## config.mk

```make
export PLATFORM = sky130hd
export DESIGN_NAME = nibble_serial_add_ctrl
export DESIGN_NICKNAME = d
export VERILOG_FILES = /design/src/rtl/nibble_serial_add_ctrl.sv
export SDC_FILE = /design/constraint.sdc
export NUM_CORES = 1
export LEC_CHECK = 0
export ABC_AREA = 1
export CAP_MARGIN = 20
export CORE_MARGIN = 4
export CORE_UTILIZATION = 47
export CTS_CLUSTER_DIAMETER = 100
export DETAILED_ROUTE_END_ITERATION = 6
export PLACE_DENSITY = 0.78
export SYNTH_ARGS = -nofsm -noshare
export SYNTH_HDL_FRONTEND = slang
export SYNTH_SLANG_ARGS = --single-unit
```

## constraint.sdc

```tcl
create_clock -name clk -period 3.75 [get_ports clk]
set_clock_uncertainty 0.2 [all_clocks]
set_input_delay 0.5625 -clock clk [delete_from_list [all_inputs] [get_ports clk]]
set_output_delay 0.5625 -clock clk [all_outputs]
set_load 0.03 [all_outputs]
```

## src/rtl/nibble_serial_add_ctrl.sv

```systemverilog
// WIDTH-bit adder sequencer that time-multiplexes one external 4-bit CLA slice, one nibble per clock, LSB first.
// Latency is NIB+1 cycles from start to done. Start is ignored while busy. Define NIBBLE_SERIAL_SUB_EN to add a 'sub' port for A-B.
module nibble_serial_add_ctrl #(
    parameter int WIDTH = 16
) (
    input  logic             clk,
    input  logic             rst_n,
    input  logic             start,
`ifdef NIBBLE_SERIAL_SUB_EN
    input  logic             sub,
`endif
    input  logic [WIDTH-1:0] in_a,
    input  logic [WIDTH-1:0] in_b,
    input  logic             in_cin,
    output logic             busy,
    output logic             done,
    output logic [WIDTH-1:0] sum,
    output logic             cout,
    output logic             ovf,
    output logic [3:0]       slice_a,
    output logic [3:0]       slice_b,
    output logic             slice_cin,
    input  logic [3:0]       slice_s,
    input  logic             slice_c3,
    input  logic             slice_c4
);
    localparam int NIB = WIDTH / 4;
    localparam int IW  = (NIB > 1) ? $clog2(NIB) : 1;
    localparam logic [IW-1:0] LAST = IW'(NIB - 1);

    typedef enum logic [1:0] {S_IDLE, S_RUN, S_DONE} state_t;

    state_t           state_q, state_d;
    logic [IW-1:0]    idx_q, idx_d;
    logic [WIDTH-1:0] a_q, a_d;
    logic [WIDTH-1:0] b_q, b_d;
    logic             carry_q, carry_d;
    logic [WIDTH-1:0] sum_q, sum_d;
    logic             cout_q, cout_d;
    logic             ovf_q, ovf_d;

    always_comb begin
        state_d   = state_q;
        idx_d     = idx_q;
        a_d       = a_q;
        b_d       = b_q;
        carry_d   = carry_q;
        sum_d     = sum_q;
        cout_d    = cout_q;
        ovf_d     = ovf_q;
        slice_a   = 4'h0;
        slice_b   = 4'h0;
        slice_cin = 1'b0;
        case (state_q)
            S_IDLE: begin
                if (start) begin
                    a_d     = in_a;
                    b_d     = in_b;
                    carry_d = in_cin;
`ifdef NIBBLE_SERIAL_SUB_EN
                    // Two's-complement subtract: invert B and force the carry-in.
                    if (sub) begin
                        b_d     = ~in_b;
                        carry_d = 1'b1;
                    end
`endif
                    idx_d   = '0;
                    state_d = S_RUN;
                end
            end
            S_RUN: begin
                slice_a   = a_q[{idx_q, 2'b00} +: 4];
                slice_b   = b_q[{idx_q, 2'b00} +: 4];
                slice_cin = carry_q;
                sum_d[{idx_q, 2'b00} +: 4] = slice_s;
                carry_d   = slice_c4;
                // idx saturates on the last nibble, so it never wraps.
                if (idx_q == LAST) begin
                    cout_d  = slice_c4;
                    ovf_d   = slice_c3 ^ slice_c4;
                    state_d = S_DONE;
                end else begin
                    idx_d = idx_q + 1'b1;
                end
            end
            S_DONE:  state_d = S_IDLE;
            default: state_d = S_IDLE;
        endcase
    end

    always_ff @(posedge clk or negedge rst_n) begin
        if (!rst_n) begin
            state_q <= S_IDLE;
            idx_q   <= '0;
            a_q     <= '0;
            b_q     <= '0;
            carry_q <= 1'b0;
            sum_q   <= '0;
            cout_q  <= 1'b0;
            ovf_q   <= 1'b0;
        end else begin
            state_q <= state_d;
            idx_q   <= idx_d;
            a_q     <= a_d;
            b_q     <= b_d;
            carry_q <= carry_d;
            sum_q   <= sum_d;
            cout_q  <= cout_d;
            ovf_q   <= ovf_d;
        end
    end

    assign busy = (state_q != S_IDLE);
    assign done = (state_q == S_DONE);
    assign sum  = sum_q;
    assign cout = cout_q;
    assign ovf  = ovf_q;

endmodule

```

==> impl_metrics.json, run 1 <==
{
  "coreArea_mm2": 0.00551,
  "p_sw_mw": 1.41,
  "drt-initial-drc-count": 122,
  "netlist.area_leader.share": 0.513,
  "cts_sinks": 55,
  "status": "complete, no violations",
  "fill_cells": 484,
  "peakVddDrop_uv": 512,
  "synth_area_leaders": "dfrtp_1 (51%), nand2_1 (14%), inv_1 (6.2%), nor2_1 (5.7%), a21oi_1 (5.6%)",
  "antenna_cells": 0,
  "setup_viol": 0,
  "syn2layout_area_growth_pct": 31.4,
  "path_max_fanout": 26,
  "combPwrFrac": 0.551,
  "clkTransAtPathRegs_ps": 100,
  "via_per_inst": 4.79,
  "reg2regPathDepth": 7,
  "grt_pass1_wl_mm": 10.1,
  "worstMarginPinSlew_ps": 848,
  "r2r-end": "sum[3]$_DFFE_PN0P_",
  "die-area_mm2": 0.00698,
  "post-dp-hpwl_mm": 4.24,
  "first_global_vias": 2310,
  "vias": 2292,
  "hold_class": "input port to async pin",
  "p_per_area_mw_per_mm2": 892,
  "numCtsBuffers": 5,
  "synth-seq-cells": 55,
  "rr_startpoint": "idx_q[1]$_DFFE_PN0P_",
  "start_util": 0.487,
  "cts-resized-gates": 0,
  "yosysMostFrequentCell": "nand2_1",
  "final_max_slew_viol_count": 0,
  "post_drt_wl_per_cell_um": 12.2,
  "holdBufCountCts": 0,
  "grt_max_degree": 46,
  "drc": 0,
  "ant_nets": 0,
  "power_frac_seq": 0.319,
  "drt_wl_total_mm": 5.82,
  "pwr-share-clk": 0.130,
  "syn_area_per_cell_um2": 7.94,
  "drive_gt1_frac": 0.0739,
  "cp_data_arrival_time_ps": 2400,
  "io_pins": 71,
  "start_kind": "register",
  "timing.final.ws_setup_ps": 590,
  "cts_tree": "done",
  "period_minus_slack_ps": 3160,
  "clockRootBuffer": "clkbuf_8",
  "place_ws_ps": 937,
  "post_cts_buffers": 0,
  "end_kind": "output pin",
  "maxSlewHeadroom": 0.432,
  "syn_inst": 338,
  "io_buffer_count": 70,
  "grt_use_total": 0.175,
  "synth_edf_count": 0,
  "tns_ps": 0,
  "ys_seq_area_frac": 0.513,
  "p_int_mw": 1.74,
  "finalWeightedCongestion": 0.868,
  "synth_cell_type_count": 20,
  "p_sw_frac": 0.448,
  "syn_area_mm2": 0.00268,
  "antenna_found_initial": 0,
  "async_flop_share": 1.00,
  "yosys-top-cells-count": "nand2_1 (102), dfrtp_1 (55), inv_1 (44)",
  "whs_ps": 148,
  "h-tree-depth": 2,
  "placementRows": 27,
  "grt_setup_unrepaired": "false",
  "required_ps": 2990,
  "nets": 453,
  "placed_cells": 470,
  "ys.flop_type": "dfrtp_1",
  "reg2reg_slack_ps": 1330,
  "synth_area_leader_cell": "dfrtp_1",
  "yosys_warnings": 0,
  "final_hold_viol_count": 0,
  "die_w_um": 83.6,
  "maxCapViolCount": 0,
  "leakage_nw": 1.79,
  "overflow": 0,
  "layout_worst_path_cycle_share": 0.843,
  "clk_path_buf_depth": 2,
  "max_freq_ghz": 0.316,
  "instances_no_fill": 478,
  "die_h_um": 83.6,
  "syn_nets": 386,
  "path_class": "register to output pin",
  "dr.pass1.iters": 5,
  "clock_latency_ps": 310
}
worst max path at each step:
stage                               startpoint    endpoint  cells past startpoint
after floorplan           idx_q[0]$_DFFE_PN0P_  slice_a[0]                      6
after global placement    idx_q[0]$_DFFE_PN0P_  slice_b[3]                      6
after detailed placement  idx_q[0]$_DFFE_PN0P_  slice_b[0]                      6
after CTS                 idx_q[0]$_DFFE_PN0P_  slice_b[0]                      6
after global routing      idx_q[0]$_DFFE_PN0P_  slice_b[0]                      6
final                     idx_q[0]$_DFFE_PN0P_  slice_b[0]                      6
registers in the layout, indices dropped and copies added (netlist names):
signal and count:
b_q 16, cout 1, idx_q 2, sum 16
a_q 16, ovf 1, state_q 2, carry_q 1
layer usage:
layer  part of all wire  track usage
met2               0.47        0.302
met3              0.082       0.0533
met1               0.44        0.215
met4             0.0083       0.0439
met5                  0            0
worst max-delay path, cell delays in order (launching register included):
cell,delay (ps)
dfrtp_1,330
buf_4,240
inv_1,390
nand2_1,170
nand3_1,80
a21oi_1,180
clkdlybuf4s50_1,700
cell usage in the layout (no fill, tap or decap), types with 2 or more instances in the layout:
cell	instances
nand2_1	102
clkdlybuf4s50_1	69
dfrtp_1	55
inv_1	44
nor2_1	41
a21oi_1	30
nand3_1	23
a21oi_2	10
ha_1	6
clkbuf_8	6
buf_4	4
nand2_2	2
nor2_4	2
nor2_2	2
nand4_1	2
o21ai_0	2
power groups by stage:
stage | clock network [mW] | registers (mW) | logic, mW
2_1_floorplan | 0 | 1.15 | 1.03
3_3_place_gp | 0 | 1.01 | 1.71
3_5_place_dp | 0 | 1.02 | 1.74
4_1_cts | 0.418 | 1.00 | 1.75
5_1_grt | 0.435 | 1.04 | 1.92
6_report | 0.408 | 1.00 | 1.73
through the flow:
step           cell area (um^2)  utilization  total power, mW
6_report                   3530        0.640             3.15
5_1_grt                    3530        0.640             3.39
4_1_cts                    3530        0.640             3.17
3_5_place_dp               3410        0.619             2.76
3_3_place_gp               3410        0.619             2.72
2_1_floorplan              2680            -             2.19
cells by family (layout without fill, tap and decap cells):
family                     Yosys count  after routing  share of synthesized area
DFF                                 55             55                      0.513
buffers and inverters               60            128                     0.0979
AOI/OAI and AO/OA                   42             42                     0.0923
and+or+nand+nor                    174            174                      0.265
xor gates and xnor gates             1              1                    0.00327
adders and majority gates            6              6                     0.0280
area by class of cell:
cell class	instances	area (um^2)	area share
Sequential cell	55	1380	0.390
Multi-Input combinational cell	223	1040	0.296
Timing Repair Buffer	74	726	0.206
Inverter	46	173	0.0490
Tap cell	72	90.1	0.0256
Clock buffer	6	82.6	0.0234
Clock inverter	2	35.0	0.00994
(Power assumes the default switching activity.)
==> run 2: changes to the inputs <==
- clock period: 3.75 -> 3.3 ns (I/O delays scaled with it)
==> impl_metrics.json, run 2 (synthesis results as in run 1) <==
{
  "status": "complete, no violations",
  "die-area_mm2": 0.00698,
  "path_class": "register to output pin",
  "vias": 2348,
  "overflow": 0,
  "hold_class": "register to register",
  "io_pins": 71,
  "final_cell_mix": "nand2_1 (102), clkdlybuf4s50_1 (69), dfrtp_1 (55), inv_1 (44), nor2_1 (41)",
  "via_per_inst": 4.89,
  "worstMarginPinSlew_ps": 604,
  "clockRootBuffer": "clkbuf_8",
  "post_cts_buffers": 0,
  "p_per_area_mw_per_mm2": 1010,
  "rr_startpoint": "idx_q[1]$_DFFE_PN0P_",
  "final_max_slew_viol_count": 0,
  "post-route-util": 0.646,
  "path_max_fanout": 15,
  "first_global_vias": 2391,
  "cts-resized-gates": 0,
  "placed_cells": 471,
  "instances_no_fill": 480,
  "cts_tree": "done",
  "maxSlewHeadroom": 0.598,
  "grt_use_total": 0.179,
  "holdBufCountCts": 1,
  "cp_data_arrival_time_ps": 2110,
  "die_h_um": 83.6,
  "dr.pass1.iters": 4,
  "reg2regPathDepth": 7,
  "whs_ps": 286,
  "antenna_cells": 0,
  "grt_max_degree": 70,
  "syn2layout_area_growth_pct": 32.7,
  "grt_setup_unrepaired": "false",
  "required_ps": 2600,
  "peakVddDrop_uv": 744,
  "grt_pass1_wl_mm": 10.3,
  "placementRows": 27,
  "drive_gt1_frac": 0.0760,
  "reg2reg_slack_ps": 1340,
  "period_minus_slack_ps": 2810,
  "final_hold_viol_count": 0,
  "drc": 0,
  "antenna_found_initial": 0,
  "io_buffer_count": 70,
  "post_drt_wl_per_cell_um": 12.3,
  "end_kind": "output pin",
  "tns_ps": 0,
  "worstHoldStart": "sum[14]$_DFFE_PN0P_",
  "hold_depth": 2,
  "r2r-end": "sum[1]$_DFFE_PN0P_",
  "cts_sinks": 55,
  "h-tree-depth": 2,
  "drt_wl_total_mm": 5.91,
  "setup_viol": 0,
  "die_w_um": 83.6,
  "drt-initial-drc-count": 89,
  "clock_latency_ps": 300,
  "post-dp-hpwl_mm": 4.31,
  "min_to": "sum[14]$_DFFE_PN0P_",
  "clk_path_buf_depth": 2,
  "start_util": 0.487,
  "start_kind": "register",
  "finalWeightedCongestion": 0.852,
  "coreArea_mm2": 0.00551,
  "leakage_nw": 1.81,
  "layout_commonest_cell": "nand2_1",
  "clkTransAtPathRegs_ps": 90,
  "nets": 455,
  "layout_worst_path_cycle_share": 0.850,
  "numCtsBuffers": 5,
  "ant_nets": 0,
  "max_freq_ghz": 0.356,
  "power_mw": 3.60,
  "maxCapViolCount": 0
}
-- run 2: area by class of cell --
type                    instances  area (um^2)
clock buffers                   6         82.6
inverters                      46          173
well taps                      72         90.1
multi-input cells             223         1040
flip-flops and latches         55         1380
clock inverters                 2         38.8
fillers                       484         1950
repair buffers                 76          756
-- run 2: layer usage --
layer	up-vias	GRT usage	wire length, um
met2	86	0.299	2690
li1	1171	-	-
met5	-	0	0
met3	10	0.0563	455
met1	1081	0.221	2680
met4	0	0.0556	87
-- run 2: metrics by stage --
step,cell area [um^2],setup slack [ps]
2_1_floorplan,2680,1170
3_3_place_gp,3430,812
3_5_place_dp,3430,835
4_1_cts,3560,484
5_1_grt,3560,382
6_report,3560,494
-- run 2: power breakdown --
part / internal (mW) / switching [mW] / total (mW)
combinational: 0.760 / 1.26 / 2.02
clock: 0.250 / 0.215 / 0.464
sequential: 0.987 / 0.137 / 1.12
total: 2.00 / 1.61 / 3.60
-- run 2: worst max path at each step --
stage,start,slack [ps],end
after detailed placement,state_q[1]$_DFFE_PN0P_,840,slice_a[3]
after CTS,state_q[1]$_DFFE_PN0P_,480,slice_a[3]
after floorplan,idx_q[0]$_DFFE_PN0P_,1170,slice_a[0]
after global placement,state_q[1]$_DFFE_PN0P_,810,slice_a[3]
final,state_q[1]$_DFFE_PN0P_,490,slice_a[3]
after global routing,idx_q[0]$_DFFE_PN0P_,380,slice_b[3]
-- run 2: worst max-delay path, cell delays in order, from the launching register on --
cell,delay [ps]
dfrtp_1,450
inv_1,180
nand2_2,240
a21oi_1,230
clkdlybuf4s50_1,710
==> run 3: changes to the inputs <==
- CTS_CLUSTER_SIZE: not set -> 40
==> results of run 3 <==
No change in the layout: final DEF, timing and power equal those of run 2.
